## src/rtl/spec_vram_arbiter.sv

```systemverilog
// Video/CPU arbiter for a single asynchronous 16-bit SRAM.
// Video has priority until a starving CPU request has waited MAX_WAIT cycles.
`timescale 1ns/1ps
module spec_vram_arbiter #(
    parameter int MAX_WAIT = 6
) (
    input  logic        reset_n,
    input  logic        clock_16,
    input  logic        vid_req,
    input  logic [13:0] vid_addr,
    output logic [15:0] vid_data,
    output logic        vid_valid,
    output logic        vid_overrun,
    input  logic        cpu_req,
    input  logic        cpu_we,
    input  logic [13:0] cpu_addr,
    input  logic [7:0]  cpu_wdata,
    input  logic [2:0]  cpu_color,
    output logic [7:0]  cpu_rdata,
    output logic        cpu_ack,
    output logic [13:0] ram_addr,
    output logic [15:0] ram_wdata,
    input  logic [15:0] ram_rdata,
    output logic        ram_oe_n,
    output logic        ram_we_n
);

    typedef enum logic [1:0] {IDLE, ACC1, ACC2, TURN} state_t;

    localparam logic [3:0] WAIT_LIM = 4'(MAX_WAIT);

    state_t      state, state_d;
    logic        vid_pending, vid_pending_d;
    logic [13:0] vid_addr_q, vid_addr_q_d;
    logic        vid_overrun_d;
    logic        cpu_done, cpu_done_d;
    logic [3:0]  cpu_wait, cpu_wait_d;
    logic        cur_cpu, cur_cpu_d;
    logic        cur_we, cur_we_d;
    logic [15:0] vid_data_d;
    logic        vid_valid_d;
    logic [7:0]  cpu_rdata_d;
    logic        cpu_ack_d;
    logic [13:0] ram_addr_d;
    logic [15:0] ram_wdata_d;
    logic        ram_oe_n_d, ram_we_n_d;

    logic cpu_busy, cpu_new, decide, grant_cpu, grant_vid;

    // A CPU access already in flight must not count as a fresh request,
    // since cpu_done only rises together with its ack.
    assign cpu_busy  = cur_cpu && ((state == ACC1) || (state == ACC2));
    assign cpu_new   = cpu_req && !cpu_done && !cpu_busy;
    assign decide    = (state == IDLE) || ((state == ACC2) && !cur_we);
    assign grant_cpu = decide && cpu_new && (!vid_pending || (cpu_wait >= WAIT_LIM));
    assign grant_vid = decide && !grant_cpu && vid_pending;

    always_comb begin
        state_d       = state;
        vid_pending_d = vid_pending;
        vid_addr_q_d  = vid_addr_q;
        vid_overrun_d = vid_overrun;
        cpu_done_d    = cpu_done;
        cpu_wait_d    = cpu_wait;
        cur_cpu_d     = cur_cpu;
        cur_we_d      = cur_we;
        vid_data_d    = vid_data;
        vid_valid_d   = 1'b0;
        cpu_rdata_d   = cpu_rdata;
        cpu_ack_d     = 1'b0;
        ram_addr_d    = ram_addr;
        ram_wdata_d   = ram_wdata;
        ram_oe_n_d    = ram_oe_n;
        ram_we_n_d    = ram_we_n;

        // A grant consumes the old address; a same-cycle request re-arms pending.
        if (grant_vid)
            vid_pending_d = 1'b0;
        if (vid_req) begin
            if (vid_pending && !grant_vid)
                vid_overrun_d = 1'b1;
            vid_pending_d = 1'b1;
            vid_addr_q_d  = vid_addr;
        end

        if (grant_cpu)
            cpu_wait_d = 4'd0;
        else if (cpu_new && (cpu_wait != 4'hF))
            cpu_wait_d = cpu_wait + 4'd1;

        if (!cpu_req)
            cpu_done_d = 1'b0;

        case (state)
            ACC1: state_d = ACC2;
            ACC2: begin
                ram_oe_n_d = 1'b1;
                ram_we_n_d = 1'b1;
                state_d    = cur_we ? TURN : IDLE;
                if (cur_cpu) begin
                    cpu_ack_d  = 1'b1;
                    cpu_done_d = 1'b1;
                    if (!cur_we)
                        cpu_rdata_d = ram_rdata[7:0];
                end else begin
                    vid_valid_d = 1'b1;
                    vid_data_d  = ram_rdata;
                end
            end
            TURN: begin
                ram_oe_n_d = 1'b1;
                ram_we_n_d = 1'b1;
                state_d    = IDLE;
            end
            default: begin
            end
        endcase

        // Back-to-back read from ACC2 keeps oe_n low with the new address.
        if (grant_cpu) begin
            state_d    = ACC1;
            cur_cpu_d  = 1'b1;
            cur_we_d   = cpu_we;
            ram_addr_d = cpu_addr;
            ram_oe_n_d = cpu_we;
            ram_we_n_d = !cpu_we;
            if (cpu_we)
                ram_wdata_d = {5'b0, cpu_color, cpu_wdata};
        end else if (grant_vid) begin
            state_d    = ACC1;
            cur_cpu_d  = 1'b0;
            cur_we_d   = 1'b0;
            ram_addr_d = vid_addr_q;
            ram_oe_n_d = 1'b0;
            ram_we_n_d = 1'b1;
        end
    end

    always_ff @(posedge clock_16 or negedge reset_n) begin
        if (!reset_n) begin
            state       <= IDLE;
            vid_pending <= 1'b0;
            vid_addr_q  <= 14'd0;
            vid_overrun <= 1'b0;
            cpu_done    <= 1'b0;
            cpu_wait    <= 4'd0;
            cur_cpu     <= 1'b0;
            cur_we      <= 1'b0;
            vid_data    <= 16'd0;
            vid_valid   <= 1'b0;
            cpu_rdata   <= 8'd0;
            cpu_ack     <= 1'b0;
            ram_addr    <= 14'd0;
            ram_wdata   <= 16'd0;
            ram_oe_n    <= 1'b1;
            ram_we_n    <= 1'b1;
        end else begin
            state       <= state_d;
            vid_pending <= vid_pending_d;
            vid_addr_q  <= vid_addr_q_d;
            vid_overrun <= vid_overrun_d;
            cpu_done    <= cpu_done_d;
            cpu_wait    <= cpu_wait_d;
            cur_cpu     <= cur_cpu_d;
            cur_we      <= cur_we_d;
            vid_data    <= vid_data_d;
            vid_valid   <= vid_valid_d;
            cpu_rdata   <= cpu_rdata_d;
            cpu_ack     <= cpu_ack_d;
            ram_addr    <= ram_addr_d;
            ram_wdata   <= ram_wdata_d;
            ram_oe_n    <= ram_oe_n_d;
            ram_we_n    <= ram_we_n_d;
        end
    end

endmodule
```

## config.mk

```make
export PLATFORM = sky130hd
export DESIGN_NAME = spec_vram_arbiter
export DESIGN_NICKNAME = d
export VERILOG_FILES = /design/src/rtl/spec_vram_arbiter.sv
export SDC_FILE = /design/constraint.sdc
export NUM_CORES = 1
export LEC_CHECK = 0
export CAP_MARGIN = 30
export CORE_MARGIN = 2
export CORE_UTILIZATION = 45
export CTS_BUF_LIST = sky130_fd_sc_hd__clkbuf_16
export DETAILED_ROUTE_END_ITERATION = 8
export GPL_TIMING_DRIVEN = 1
export PLACE_DENSITY = 0.8
export SLEW_MARGIN = 30
export SYNTH_ARGS = -nofsm -noshare
export SYNTH_HDL_FRONTEND = slang
export SYNTH_SLANG_ARGS = --single-unit
```

## constraint.sdc

```tcl
create_clock -name clock_16 -period 2.7 [get_ports clock_16]
set_input_delay 0.27 -clock clock_16 [delete_from_list [all_inputs] [get_ports clock_16]]
set_output_delay 0.27 -clock clock_16 [all_outputs]
set_load 0.01 [all_outputs]
```

; ---- Yosys cells after proc, flatten, opt, wreduce, memory -nomap -nowiden
; Cells that the tools add are included.
[totals]
inputBits = 60
elab_cells = 79
register_bits = 78
out_inout_bits = 59
[classes]
n_reduce_logical = 31
n_mux = 24
n_addsub = 1
n_eq_ne = 4
order_cmp = 1
bitwise = 2
[op_table]
columns = cell, n
row1 = 14-bit two-way mux, 2
row2 = 1-bit two-way mux, 16
row3 = 1-bit logical AND, 10
row4 = 4-bit two-way mux, 2
row5 = 1-bit logical NOT, 7
row6 = 2-bit two-way mux, 3
row7 = 2-bit case mux with 3 select lines, 1
row8 = 2-bit AND reduction, 3
row9 = 2-bit nonzero test, 3
row10 = 5-bit nonzero test, 1
row11 = 4-bit by 1-bit adder with 4-bit output (second input constant), 1
row12 = 2-bit == test (second input constant), 2
row13 = 4-bit by 3-bit >= comparator with 1-bit output (second input constant), 1
row14 = 4-bit != test (second input constant), 1
row15 = 1-bit logical OR, 3
row16 = 3-bit AND reduction, 1
row17 = 3-bit nonzero test, 1
row18 = 2-bit by 1-bit == test with 1-bit output (second input constant), 1
row19 = 2-bit logical NOT, 1
row20 = 1-bit NOT, 2
row21 = 2-bit OR reduction, 1

; ---- Depth between registers and ports, before layout
[logic_depth]
word_depth = 13
mapped_depth = 8
ltp_nobuf = 6

; ---- Worst setup path before layout
; No wires, ideal clock.
[synth_path]
path_kind = flip-flop to flip-flop
from = reg state[0]
to = reg ram_addr[10]
required_ns = 2.575
path_buffers = 1
setup_time_ns = 0.125
period_less_slack_ns = 2.103
stages_incl_launch_ff = 8
path_slack_ns = 0.597
arrival_time_ns = 1.978
cell_sequence = dfrtp_1 > inv_1 > ha_1 > and2b_1 > o21ai_1 > buf_4 > mux2_2 > mux2_4
[synth_between]
elab_chain_cells = 11
word_cells_on_any_way = 16
cone_classes = 2 x eq/ne / 1 x mux / 13 x reduce/logical
[synth_rtl]
columns = item, line
row1 = from (decl), 32  ; state_t state, state_d;
row2 = from (signal assigned), 158  ; state <= state_d;
row3 = 2-bit by 1-bit == test with 1-bit output or 2-bit == test (tied branches), "52, 54"
row4 = 1-bit logical OR, 52  ; assign cpu_busy = cur_cpu && ((state == ACC1) || (state == ACC2));
row5 = 1-bit logical AND, 52
row6 = 1-bit logical NOT, 53  ; assign cpu_new = cpu_req && !cpu_done && !cpu_busy;
row7 = 1-bit logical AND, 53
row8 = 1-bit logical AND (2 in a row), 55  ; assign grant_cpu = decide && cpu_new && (!vid_pending || (cpu_wait >= WAIT_LIM));
row9 = 1-bit logical NOT, 56  ; assign grant_vid = decide && !grant_cpu && vid_pending;
row10 = 1-bit logical AND (2 in a row), 56
row11 = 2-bit nonzero test (no line), -
row12 = to (signal assigned), 170  ; ram_addr <= ram_addr_d;
row13 = to (decl), 21  ; output logic [13:0] ram_addr,
; Several ways; a longest one is shown, not always the timed one.
; A chain may end at the register's enable or synchronous reset.

; ---- Worst setup path after layout
[layout_path]
from = reg state[0]
to = reg ram_wdata[2]
[layout_between]
elab_chain_cells = 8
word_cells_on_any_way = 12
cone_classes = 2 x eq/ne / 10 x reduce/logical
[layout_rtl]
columns = item, line
row1 = 2-bit by 1-bit == test with 1-bit output or 2-bit == test (tied branches), "52, 54"
row2 = 1-bit logical OR, 52
row3 = 1-bit logical AND, 52
row4 = 1-bit logical NOT, 53
row5 = 1-bit logical AND, 53
row6 = 1-bit logical AND * (2 in a row), 55
row7 = 2-bit AND reduction (no line) *, -
row8 = to (signal assigned), 171  ; ram_wdata <= ram_wdata_d;
row9 = to (decl), 22  ; output logic [15:0] ram_wdata,
; Every way passes the cells marked *; elsewhere a longest branch is shown, timed or not.

==> flow_metrics.tcl <==
set metrics [dict create \
    fin_tns_setup_ns 0 \
    dpl_worst_slack_ns 0.488 \
    drive_above_1_share_pct 28.7 \
    seq_area_frac_synth_pct 58.5 \
    cp_cell_sequence "inv_1, ha_1, nand2_1, and2_1, nand4b_2, mux2_2" \
    drt_iter0_drc 103 \
    grt_pass1_wl_um 11300 \
    vias_per_cell 4.94 \
    htree_levels 3 \
    path_class "flip-flop to flip-flop" \
    endpoint_kind "flip-flop" \
    fmax_mhz 472 \
    synth_warnings 0 \
    die_area_um2 8120 \
    arrival_ns 2.32 \
    whs_ns -0.0358 \
    multi_input_area_um2 1280 \
    cap_violations 0 \
    finClkSkew_ns 0.00641 \
    vias 2210 \
    gp_congestion 0.778 \
    synth-edff-count 0 \
    grt_max_degree 79 \
    design_area_um2 4830 \
    synth_area_leader_cell "dfrtp_1" \
    chipHeight_um 90.1 \
    tritoncts "done" \
    slowest_stage "nand4b_2" \
    syn_inst 228 \
    ios 119 \
    seq_area_um2 1950 \
    hold_path_class "primary input to async pin" \
    slew_violations 0 \
    initial_utilization_pct 46.3 \
    core-area_um2 7210 \
    slowest_delay_ns 0.42 \
    die_x_um 90.1 \
    slew_headroom_pct 48.3 \
    ys_top_cells_by_area "dfrtp_1, mux2_2, mux2_4, ha_1, dfstp_2" \
    area_delta_synth_final_pct 44.6 \
    finalWirelength_um 6810 \
    cts_buffers 9 \
    synthTopCellsByCount "dfrtp_1, mux2_2, nand2_1" \
    drc_errors 0 \
    yosys.area.top_type_share_pct 57.0 \
    wl_per_cell_um 15.2 \
    clock_sinks 78 \
    antenna-diode-count 0 \
    cp-start-kind "flip-flop" \
    postRouteAntennaNets 0 \
    syn_area_um2 3340 \
    cpLargestDelayFamily "simple AND/OR/NAND/NOR gates" \
    power.leakage_uw 0.00208 \
    firstDrtPassIters 4 \
    fin_util_pct 66.9 \
    violations "hold timing" \
    place_area_um2 4520 \
    ir_drop_mv 0.666 \
    grtUsageTotal_pct 17.5 \
    tightest_slew_ns 0.774 \
    grt_overflow 0 \
    status "finished with violations" \
    ys_ff_latch 78 \
    required_ns 2.90 \
    p_per_area_nw_per_um2 1200 \
    worstSkewPairLatency_ns 0.32 \
    post-synth-top-count-cell "dfrtp_1" \
    grt_pass1_vias 2312 \
    cts.repair.resized 0 \
    synth-async-reset-ratio_pct 100 \
    finalCritPeriodShare_pct 78.4 \
    synth.distinct_cells 37 \
    hpwl_um 4820 \
    ys.flop_type "dfrtp_1" \
    hold_buffers 0 \
    setup_viol 0 \
    finalHoldViolations 35 \
    antenna_found_initial 0 \
    crit_buf_inv 1 \
    rows 31 \
    grt_setup_unrepaired "false" \
    setup_ws_ns 0.582 \
    post_cts_buffers 0 \
    cts-root-buf "clkbuf_16" \
    cp-startpoint "state[0]" \
    clk_pin_slew_ns 0.05 \
    period_minus_slack_ns 2.12 \
    syn_avg_cell_area_um2 14.6 \
    timing.rr.start "state[0]" \
    filler_cell_count 566 \
    portBuffers 113 \
    cp_max_fo 14 \
    cts.path.max_buffers 2 \
    nets 409 \
]
cell usage in the layout, fill, tap and decap left out, types with 2 or more instances in the layout:
master           synthesis  layout
inv_1                    5       7
clkdlybuf4s50_1          0     112
mux2_2                  68      68
buf_4                    6       2
ha_1                     5       5
nor2_1                   2       2
dfstp_2                  2       2
mux2_4                   9       9
and2_1                   2       2
a21oi_1                  3       3
bufinv_16                0       2
nand2_1                 10      10
clkbuf_16                0       9
o21ai_1                  2       2
nor2b_1                  2       2
conb_1                   1       5
dfrtp_1                 76      76
o21ai_0                  6       6
nand3_1                  2       2
o211ai_1                 2       2
a21o_1                   2       2
o21a_1                   2       2
area by class of cell:
class                      instances  share of cell area, %
sequential                        78                   40.5
clock inverter                     6                   1.66
timing repair buffer             115                   23.8
tap                               99                   2.57
multi-input combinational        135                   26.5
inverter                           5                  0.389
clock buffer                       9                   4.66
cells by family (layout without fill, tap and decap cells):
group | Yosys count | after routing | synth area share, %
flops | 78 | 78 | 58.5
buf+inv | 19 | 135 | 3.60
fa+ha+maj | 5 | 5 | 1.87
simple gates | 24 | 24 | 4.09
other cells | 1 | 5 | 0.112
mux | 77 | 77 | 27.0
compound gates | 24 | 24 | 4.80
state kept, by name, indices dropped and copies added (netlist names), 2 cells and up:
| signal | count |
|---|---|
| vid_data | 16 |
| ram_wdata | 11 |
| vid_addr_q | 14 |
| state | 2 |
| cpu_wait | 4 |
| cpu_rdata | 8 |
| ram_addr | 14 |
metal layers:
metal / wire length [um] / global-route usage [%]
met1: 2790 / 22.0
met2: 3190 / 25.8
met3: 746 / 9.14
met4: 79 / 6.54
met5: 0 / 0
final timing paths:
check	slack, ns	cells past startpoint	endpoint
worst max-delay path	0.58	6	ram_wdata[2]
worst min-delay path	-0.04	1	vid_data[3]
worst max register to register	0.58	6	ram_wdata[2]
worst min register to register	0.47	1	vid_overrun
max in group asynchronous	2.25	1	vid_data[7]
min in group clock_16	0.47	1	vid_overrun
where the power goes:
group,internal [uW],total [uW],switching [uW],leakage [uW]
sequential,1680,1960,276,0.000927
clock,795,1220,421,0.000154
combinational,1610,2620,1010,0.000999
through the flow:
step           total power (uW)  instances
2_1_floorplan              3460        232
3_3_place_gp               4520        432
3_5_place_dp               4610        432
4_1_cts                    5860        447
5_1_grt                    6160        447
6_report                   5790        447
Power figures use the tool's default switching activity.
